File: src/rtl/accumulator_pkg.sv
// Shared types and default widths for the accumulator slice.
package accumulator_pkg;
  localparam int DATA_WIDTH_DEF = 16;
  localparam int ACC_WIDTH_DEF  = 32;
  localparam int LEN_WIDTH_DEF  = 8;

  typedef enum logic {
    IDLE  = 1'b0,
    ACCUM = 1'b1
  } state_e;
endpackage

File: src/rtl/accumulator_acc_adder.sv
// Unsigned accumulator adder with carry-out; clamps to all ones on carry
// when ACC_SATURATE_EN is defined, otherwise wraps.
module acc_adder #(
  parameter int DATA_WIDTH = 16,
  parameter int ACC_WIDTH  = 32
) (
  input  logic [ACC_WIDTH-1:0]  acc_i,
  input  logic [DATA_WIDTH-1:0] data_i,
  output logic [ACC_WIDTH-1:0]  sum_o,
  output logic                  carry_o
);
  logic [ACC_WIDTH:0] full;

  always_comb begin
    full    = {1'b0, acc_i} + {{(ACC_WIDTH+1-DATA_WIDTH){1'b0}}, data_i};
    carry_o = full[ACC_WIDTH];
`ifdef ACC_SATURATE_EN
    sum_o   = carry_o ? {ACC_WIDTH{1'b1}} : full[ACC_WIDTH-1:0];
`else
    sum_o   = full[ACC_WIDTH-1:0];
`endif
  end
endmodule

File: src/rtl/accumulator.sv
// Frame accumulator with one-entry result register and valid/ready output.
// Optional clamp-on-overflow behaviour selected by ACC_SATURATE_EN.
module accumulator
  import accumulator_pkg::*;
#(
  parameter int DATA_WIDTH = DATA_WIDTH_DEF,
  parameter int ACC_WIDTH  = ACC_WIDTH_DEF,
  parameter int LEN_WIDTH  = LEN_WIDTH_DEF
) (
  input  logic                  clk,
  input  logic                  rst_n,
  input  logic [DATA_WIDTH-1:0] data_i,
  input  logic                  valid_i,
  input  logic [LEN_WIDTH-1:0]  len_i,
  input  logic                  clear_i,
  input  logic                  ready_i,
  output logic [ACC_WIDTH-1:0]  data_o,
  output logic                  valid_o,
  output logic                  overflow_o,
  output logic                  drop_o,
  output logic                  busy_o
);
  state_e                 state_q, state_d;
  logic [ACC_WIDTH-1:0]   acc_q, acc_d, data_q, data_d;
  logic [LEN_WIDTH-1:0]   count_q, count_d;
  logic                   fovf_q, fovf_d, valid_q, valid_d, ovf_q, ovf_d, drop_q, drop_d;
  logic [ACC_WIDTH-1:0]   add_a, sum;
  logic                   carry, frame_ovf, done;

  // First beat of a frame adds onto zero so no separate load path is needed.
  assign add_a = (state_q == IDLE) ? '0 : acc_q;

  acc_adder #(.DATA_WIDTH(DATA_WIDTH), .ACC_WIDTH(ACC_WIDTH)) u_add (
    .acc_i  (add_a),
    .data_i (data_i),
    .sum_o  (sum),
    .carry_o(carry)
  );

  assign frame_ovf = ((state_q == ACCUM) && fovf_q) || carry;

  always_comb begin
    state_d = state_q;
    acc_d   = acc_q;
    count_d = count_q;
    fovf_d  = fovf_q;
    data_d  = data_q;
    valid_d = valid_q;
    ovf_d   = ovf_q;
    drop_d  = drop_q;
    done    = 1'b0;
    if (clear_i) begin
      state_d = IDLE;
      acc_d   = '0;
      count_d = '0;
      fovf_d  = 1'b0;
      valid_d = 1'b0;
      ovf_d   = 1'b0;
      drop_d  = 1'b0;
    end else begin
      if (valid_i) begin
        acc_d  = sum;
        fovf_d = frame_ovf;
        if (state_q == IDLE) begin
          count_d = len_i;
          if (len_i == '0) done = 1'b1;
          else             state_d = ACCUM;
        end else begin
          count_d = count_q - LEN_WIDTH'(1);
          if (count_q == LEN_WIDTH'(1)) begin
            done    = 1'b1;
            state_d = IDLE;
          end
        end
      end
      if (valid_q && ready_i) valid_d = 1'b0;
      // A held, unaccepted result wins; the new one is dropped.
      if (done) begin
        if (valid_q && !ready_i) begin
          drop_d = 1'b1;
        end else begin
          valid_d = 1'b1;
          data_d  = sum;
          ovf_d   = frame_ovf;
        end
      end
    end
  end

  always_ff @(posedge clk or negedge rst_n) begin
    if (!rst_n) begin
      state_q <= IDLE;
      acc_q   <= '0;
      count_q <= '0;
      fovf_q  <= 1'b0;
      data_q  <= '0;
      valid_q <= 1'b0;
      ovf_q   <= 1'b0;
      drop_q  <= 1'b0;
    end else begin
      state_q <= state_d;
      acc_q   <= acc_d;
      count_q <= count_d;
      fovf_q  <= fovf_d;
      data_q  <= data_d;
      valid_q <= valid_d;
      ovf_q   <= ovf_d;
      drop_q  <= drop_d;
    end
  end

  assign data_o     = data_q;
  assign valid_o    = valid_q;
  assign overflow_o = ovf_q;
  assign drop_o     = drop_q;
  assign busy_o     = (state_q == ACCUM);
endmodule
File: config.mk
export PLATFORM = sky130hd
export DESIGN_NAME = accumulator
export DESIGN_NICKNAME = d
export VERILOG_FILES = /design/src/rtl/accumulator_pkg.sv /design/src/rtl/accumulator_acc_adder.sv /design/src/rtl/accumulator.sv
export SDC_FILE = /design/constraint.sdc
export NUM_CORES = 1
export LEC_CHECK = 0
export ABC_AREA = 1
export CORE_MARGIN = 4
export CORE_UTILIZATION = 50
export CTS_CLUSTER_SIZE = 14
export DETAILED_ROUTE_END_ITERATION = 10
export PLACE_DENSITY = 0.79
export SYNTH_ARGS = -nofsm -noshare
export SYNTH_HDL_FRONTEND = slang
export SYNTH_SLANG_ARGS = --single-unit
File: constraint.sdc
create_clock -name clk -period 2.48 [get_ports clk]
set_input_delay 0.62 -clock clk [delete_from_list [all_inputs] [get_ports clk]]
set_output_delay 0.62 -clock clk [all_outputs]
set_load 0.03 [all_outputs]
==> results of run 1 <==
layout make-up:
class / instances / share of cell area
inverter: 115 / 0.06878
sequential: 77 / 0.3072
clock buffer: 11 / 0.02412
timing repair buffer: 109 / 0.1615
tap: 133 / 0.02652
clock inverter: 5 / 0.005383
multi-input combinational: 544 / 0.4065
worst reg2reg max path: stages, from the launching register on:
cell      delay (ns)
dfrtp_2         0.49
buf_2           0.20
nand2_1         0.07
inv_1           0.04
ha_1            0.27
or2_2           0.31
nand3b_1        0.11
nand2_1         0.11
nand2_1         0.08
nand2_1         0.15
nand2_1         0.13
nand3_1         0.10
nand3_1         0.10
nand2_1         0.05
how the worst max path moves through the flow:
stage               depth (start not counted)                      to          startpoint
floorplan                                  17   acc_q[22]$_DFFE_PN0P_  busy_o$_DFFE_PN0P_
global placement                           13  overflow_o$_DFFE_PN0P_           data_i[0]
detailed placement                         12  data_o[24]$_DFFE_PN0P_           data_i[0]
CTS                                        15  data_o[25]$_DFFE_PN0P_  busy_o$_DFFE_PN0P_
global route                               13  data_o[28]$_DFFE_PN0P_  busy_o$_DFFE_PN0P_
finish                                     13  data_o[29]$_DFFE_PN0P_  busy_o$_DFFE_PN0P_
registers in the layout, indices dropped and copies added (netlist names):
signal and count:
data_o 32, busy_o 1, valid_o 1, fovf_q 1, overflow_o 1, count_q 8
acc_q 32, drop_o 1
per-layer routing:
layer	GRT usage	share of wire	wire length, µm
met5	0	0	0
met4	0.1019	0.022	294
met3	0.02999	0.044	595
met2	0.4449	0.50	6859
met1	0.3017	0.43	5849
repair_timing:
| item | 4_1_cts | 5_1_grt |
|---|---|---|
| buffers inserted | 0 | 4 |
| endpoints found under the setup margin | 1 | 30 |
| gates resized for setup | 2 | 4 |
cells by family after synthesis:
family | Yosys count | synth area share
adder cells (fa/ha/maj) | 19 | 0.04920
flip-flops | 77 | 0.3865
buffers and inverters | 132 | 0.1044
AND/OR/NAND/NOR | 454 | 0.3730
XOR/XNOR | 15 | 0.02636
AO/OA/AOI/OAI | 56 | 0.06049
where the power goes:
part	internal (mW)	switching (mW)	leakage [nW]
registers	1.37	0.0728	1.03
logic	0.362	0.505	2.47
clock network	0.418	0.496	0.0917
stage by stage:
step / power [mW] / area (µm²) / setup TNS (ns) / worst slack [ns] / hold WS, ns
floorplan: 1.922 / 4987 / 0 / 0.02513 / 0.3244
global placement: 2.307 / 6050 / -4.094 / -0.1618 / 0.4618
detailed placement: 2.330 / 6050 / -5.638 / -0.2158 / 0.4643
CTS: 3.241 / 6237 / 0 / 0.07788 / 0.1317
global route: 3.396 / 6276 / 0 / 0.001190 / 0.1477
finish: 3.224 / 6276 / 0 / 0.1481 / 0.1287
cells in the mapped netlist, drive strengths merged:
library cell | count | area (µm²)
nand4 | 4 | 25.02
nand2b | 1 | 6.260
inv | 115 | 431.7
dfrtp | 77 | 1927
o22ai | 2 | 12.51
o221ai | 2 | 17.52
clkbuf | 6 | 22.52
nor3 | 5 | 30.03
o21ai | 37 | 185.2
buf | 11 | 66.31
xnor2 | 7 | 61.31
xor2 | 8 | 70.07
o31ai | 1 | 7.510
nor2 | 60 | 250.2
nand3b | 4 | 30.03
o211ai | 2 | 15.01
or2 | 2 | 12.52
fa | 1 | 20.02
ha | 18 | 225.2
a21oi | 11 | 55.05
nand3 | 61 | 305.3
nand2 | 317 | 1200
a22o | 1 | 8.760
==> impl_summary.log, run 1 <==
INFO  metric antenna_found_initial = 0
INFO  metric multi_input_area = between 2000 and 3000 µm²
INFO  metric wl = about 14000 µm
INFO  metric synth_sequential_area_ratio = 0.3865
INFO  metric finish.cell_count_without_fillers = ~1000
INFO  metric synthesis.nets = 801
INFO  metric required = between 2 and 3 ns
INFO  metric clock_latency = 0.37 ns
INFO  metric cp_common_cell = nand2_1
INFO  metric power_density = roughly 500 nW/µm²
INFO  metric cp-start-kind = flop
INFO  metric global_route.usage.total = 0.2488
INFO  metric grt-ovfl-total = 0
INFO  metric route.detailed.wl_per_inst = between 10 and 15 µm
INFO  metric clk_pin_slew = about 0.090 ns
INFO  metric ys.warnings.count = 0
INFO  metric rsz_0062_raised_after_global_routing = false
INFO  metric final.setup_skew = slightly below 0.009 ns
INFO  metric drt-pass1-iter-count = 5
INFO  metric syn-instance-count = about 750
INFO  metric post_route_ant_nets = 0
INFO  metric path_cells = buf_2 > nand2_1 > inv_1 > ha_1 > or2_2 > nand3b_1 > nand2_1 > nand2_1 > nand2_1 > nand2_1 > nand3_1 > nand3_1 > nand2_1
INFO  metric worstReg2RegEnd = data_o[29]$_DFFE_PN0P_
INFO  metric tritoncts.num_buffers = 9
INFO  metric commonest_non_fill_non_tap_cells_in_the_layout = 312 x nand2_1, 113 x inv_1, 76 x dfrtp_1
INFO  metric period_share = 0.9403
INFO  metric htreeDepth = 3
INFO  metric grt_start_max_net_pins = 40
INFO  metric cts_tree = yes
INFO  metric critPathKind = reg2reg
INFO  metric fp.dieH = ~110 µm
INFO  metric crit_fanout = 7
INFO  metric fmax = 428.8 MHz
INFO  metric grt_first_pass_wirelength = 22910 µm
INFO  metric yosys.cell_types.count = 32
INFO  metric final_period_minus_worst_setup_slack = roughly 2.3 ns
INFO  metric design.die.area = ~12000 µm²
INFO  metric drv_cap = 0
INFO  metric worstSetupEndpointType = flop
INFO  metric ctsLongestPathBuffers = 2
INFO  metric via_count_of_the_first_global_routing_pass = approximately 5000
INFO  metric clock-sinks = 77
INFO  metric detail_route.vias_per_cell = slightly above 5
INFO  metric routabilityCongestion = roughly 0.9
INFO  metric number_of_storage_elements_in_the_synthesis_netlist = between 70 and 80
INFO  metric final-hold-violation-count = 0
INFO  metric initial_core_utilization = 0.5123
INFO  metric critical-path-top-delay-family = simple AND/OR/NAND/NOR gates
INFO  metric drv_slew = 0
INFO  metric ports_placed_on_the_boundary = 65
INFO  metric dp_cells = a little under 1000
INFO  metric timing.slew.headroom = 0.6513
INFO  metric port_buffers = 64
INFO  metric cp_slowest_cell = dfrtp_2
INFO  metric fp.coreArea = roughly 9700 µm²
INFO  metric worst_r2r_path_depth = 13
INFO  metric critical_path.reg2reg.startpoint = busy_o$_DFFE_PN0P_
INFO  metric initialDrtViolationCount = roughly 300
INFO  metric path_buf_inv = 2
INFO  metric fillers = 912
INFO  metric syn_avg_cell_area = 6.620 µm²
INFO  metric static-leakage-power = approximately 3.6 nW
INFO  metric placementRows = 36
INFO  metric final-seq-area = 1928 µm²
INFO  metric power.ir.vdd_worst = about 290 µV
INFO  metric drc_violations_left = 0
INFO  metric nets = 904
INFO  metric fraction_of_layout_instances_using_a_drive_strength_above_1 = 0.09524
INFO  metric layout_commonest_cell = nand2_1
INFO  metric antenna_cells = 0
INFO  metric run_status = complete, no violations
INFO  metric highest_cell_delay_on_the_worst_timing_path = about 0.49 ns
INFO  metric tightestPinTransition = about 0.52 ns
INFO  metric hpwl = 10430 µm
INFO  metric clockRootBuffer = clkbuf_8
INFO  metric hold_path_class = in2async
INFO  metric cts_hold_buffers = 0
INFO  metric postLayoutCoreUtil = 0.6451
INFO  metric syn-cell-area = approximately 5000 µm²
INFO  metric final-setup-viol-count = 0
INFO  metric worstPathArrival = ~2.6 ns
INFO  metric die-width = around 110 µm
INFO  metric dr_total_vias = 5003
INFO  metric rrSetupSlack = around 0.15 ns
INFO  metric areaGrowthSynthToFinish = 25.90%
Power figures use the tool's default switching activity.
==> run 2, diff against run 1 <==
==> constraint.sdc (replaced) <==
create_clock -name clk -period 2.48 [get_ports clk]
set_input_delay 0.62 -clock clk [delete_from_list [all_inputs] [get_ports clk]]
set_output_delay 0.62 -clock clk [all_outputs]
set_load 0.1 [all_outputs]
==> run 2 against run 1 <==
Fmax is 0.16% higher. First-iteration DRC count is 5.6% higher. Utilization is 0.75 points lower. Combinational power is 49% higher. Non-clock buffer count is 20 lower. Via count is 1.4% lower. Clock skew is 0.0028 ns higher. Largest cell class unchanged. Highest routed layer unchanged.
==> impl_summary.log, run 2 (synthesis gave the netlist of run 1 again) <==
INFO  metric die-width = 107.8 µm (unchanged)
INFO  metric timing.slew.headroom = 0.6073 (-0.04397)
INFO  metric final.hold.worst_slack = 0.2506 ns (+0.1219 ns)
INFO  metric drv_cap = 0 (unchanged)
INFO  metric run_status = complete, no violations
INFO  metric fmax = 429.5 MHz (+0.16%)
INFO  metric dp_cells = 957 (-1.7%)
INFO  metric placementRows = 36 (unchanged)
INFO  metric detail_route.vias_per_cell = 5.064 (+0.61%)
INFO  metric drc_violations_left = 0 (unchanged)
INFO  metric initial_core_utilization = 0.5123 (unchanged)
INFO  metric post_route_ant_nets = 0 (unchanged)
INFO  metric final-hold-violation-count = 0 (unchanged)
INFO  metric hpwl = 9685 µm (-7.2%)
INFO  metric fraction_of_layout_instances_using_a_drive_strength_above_1 = 0.1379 (+0.04269)
INFO  metric ctsLongestPathBuffers = 2 (unchanged)
INFO  metric postLayoutCoreUtil = 0.6376 (-0.007459)
INFO  metric clock-sinks = 77 (unchanged)
INFO  metric worstPathArrival = 2.57 ns (-0.02 ns)
INFO  metric grt_start_max_net_pins = 45 (+13%)
INFO  metric finish.cell_count_without_fillers = 974 (-2.0%)
INFO  metric initialDrtViolationCount = 318 (+5.6%)
INFO  metric final.setup_skew = 0.01148 ns (+0.002806 ns)
INFO  metric drt-pass1-iter-count = 5 (unchanged)
INFO  metric worstSetupEndpointType = flop
INFO  metric crit_end = acc_q[29]$_DFFE_PN0P_
INFO  metric postLayoutSetupSlackWorst = 0.1519 ns (+0.003838 ns)
INFO  metric fillers = 907 (-0.55%)
INFO  metric layout_commonest_cell = nand2_1
INFO  metric power.ir.vdd_worst = 431.0 µV (+51%)
INFO  metric routabilityCongestion = 0.9329 (+2.8%)
INFO  metric required = 2.72 ns (-0.02 ns)
INFO  metric hold_path_class = in2async
INFO  metric commonest_non_fill_non_tap_cells_in_the_layout = 304 x nand2_1, 113 x inv_1, 76 x dfrtp_1
INFO  metric worstSetupStartpoint = busy_o$_DFFE_PN0P_
INFO  metric drv_slew = 0 (unchanged)
INFO  metric ports_placed_on_the_boundary = 65 (unchanged)
INFO  metric route.detailed.wl_per_inst = 13.37 µm (-2.3%)
INFO  metric grt-ovfl-total = 0 (unchanged)
INFO  metric period_share = 0.9387 (-0.001548)
INFO  metric areaGrowthSynthToFinish = 24.45%
INFO  metric tritoncts.num_buffers = 9 (unchanged)
INFO  metric overall_power = 3.693 mW (+15%)
INFO  metric tightestPinTransition = 0.5883 ns (+0.06589 ns)
INFO  metric final_period_minus_worst_setup_slack = 2.328 ns (-0.003838 ns)
INFO  metric antenna_cells = 0 (unchanged)
INFO  metric clockRootBuffer = clkbuf_8
INFO  metric cts_hold_buffers = 0 (unchanged)
INFO  metric cts_tree = yes
INFO  metric grt_first_pass_wirelength = 22420 µm (-2.2%)
INFO  metric worstReg2RegEnd = acc_q[29]$_DFFE_PN0P_
INFO  metric wl = 13020 µm (-4.3%)
INFO  metric design.die.area = 11630 µm² (unchanged)
INFO  metric global_route.usage.total = 0.2403 (-0.008499)
INFO  metric cp-start-kind = flop
INFO  metric htreeDepth = 3 (unchanged)
INFO  metric rrSetupSlack = 0.15 ns (about the same)
INFO  metric static-leakage-power = 3.544 nW (-1.3%)
INFO  metric fp.coreArea = 9729 µm² (unchanged)
INFO  metric antenna_found_initial = 0 (unchanged)
INFO  metric dp_worst_setup_slack = -0.1289 ns (+0.08698 ns)
INFO  metric port_buffers = 64 (unchanged)
INFO  metric crit_fanout = 13 (+6)
INFO  metric via_count_of_the_first_global_routing_pass = 4811 (-3.6%)
INFO  metric final-setup-viol-count = 0 (unchanged)
INFO  metric clock_latency = 0.35 ns (-0.02 ns)
INFO  metric critical_path.reg2reg.startpoint = busy_o$_DFFE_PN0P_
INFO  metric nets = 884 (-2.2%)
INFO  metric power_density = 595.3 nW/µm² (+16%)
INFO  metric fp.dieH = 107.8 µm (unchanged)
INFO  metric dr_total_vias = 4932 (-1.4%)
INFO  metric clk_pin_slew = 0.09 ns (about the same)
INFO  metric worst_r2r_path_depth = 14 (+1)
INFO  metric critPathKind = reg2reg
## run 2: layer usage
metal / vias up / global-route usage / share of wire
met5: - / 0 / 0
met4: 0 / 0.05951 / 0.013
met3: 14 / 0.04019 / 0.073
met2: 167 / 0.3979 / 0.46
met1: 2277 / 0.3281 / 0.45
li1: 2474 / - / -
## run 2: layout make-up
class                   count  area, µm²  share of cell area
clock buffers              10      127.6             0.02057
inverters                 115      431.7             0.06958
repair buffers             89      793.3              0.1279
flip-flops and latches     77       1931              0.3112
well taps                 133      166.4             0.02683
multi-input cells         544       2690              0.4336
clock inverters             6      63.81             0.01029
## run 2: what timing repair did
action / in CTS / in global routing
setup endpoints to repair: 0 / 3
resized for setup: 0 / 1
buffers inserted: 0 / 1
## run 2: stage by stage
step                       TNS [ns]  area [µm²]
after global routing      -0.006278        6203
after floorplan            -0.05241        5159
final                             0        6203
after detailed placement     -1.565        5997
after CTS                         0        6188
after global placement      -0.9133        5997
## run 2: worst min path at each step
stage / slack [ns] / start / depth (start not counted) / end
detailed placement: 0.47 / acc_q[11]$_DFFE_PN0P_ / 2 / acc_q[11]$_DFFE_PN0P_
global route: 0.30 / rst_n / 1 / data_o[3]$_DFFE_PN0P_
finish: 0.25 / rst_n / 1 / data_o[3]$_DFFE_PN0P_
global placement: 0.46 / data_o[8]$_DFFE_PN0P_ / 2 / data_o[8]$_DFFE_PN0P_
CTS: 0.28 / rst_n / 1 / data_o[2]$_DFFE_PN0P_
floorplan: 0.32 / rst_n / 0 / acc_q[0]$_DFFE_PN0P_
## run 2: worst max-delay path, stage by stage, from the launching register on
cell and delay, ns:
dfrtp_4 0.59, buf_8 0.20, nand2_1 0.06, inv_1 0.06, ha_4 0.29, nand2_2 0.07
buf_4 0.15, nor3_1 0.17, nand2_1 0.07, nand2_1 0.15, nand2_1 0.13, nand2_1 0.08
nand2_1 0.06, nand3_1 0.07, nand2_1 0.05
## run 2: where the power goes
group,switching (mW),internal [mW]
Sequential,0.0819,1.37
Clock,0.487,0.464
Combinational,0.963,0.326
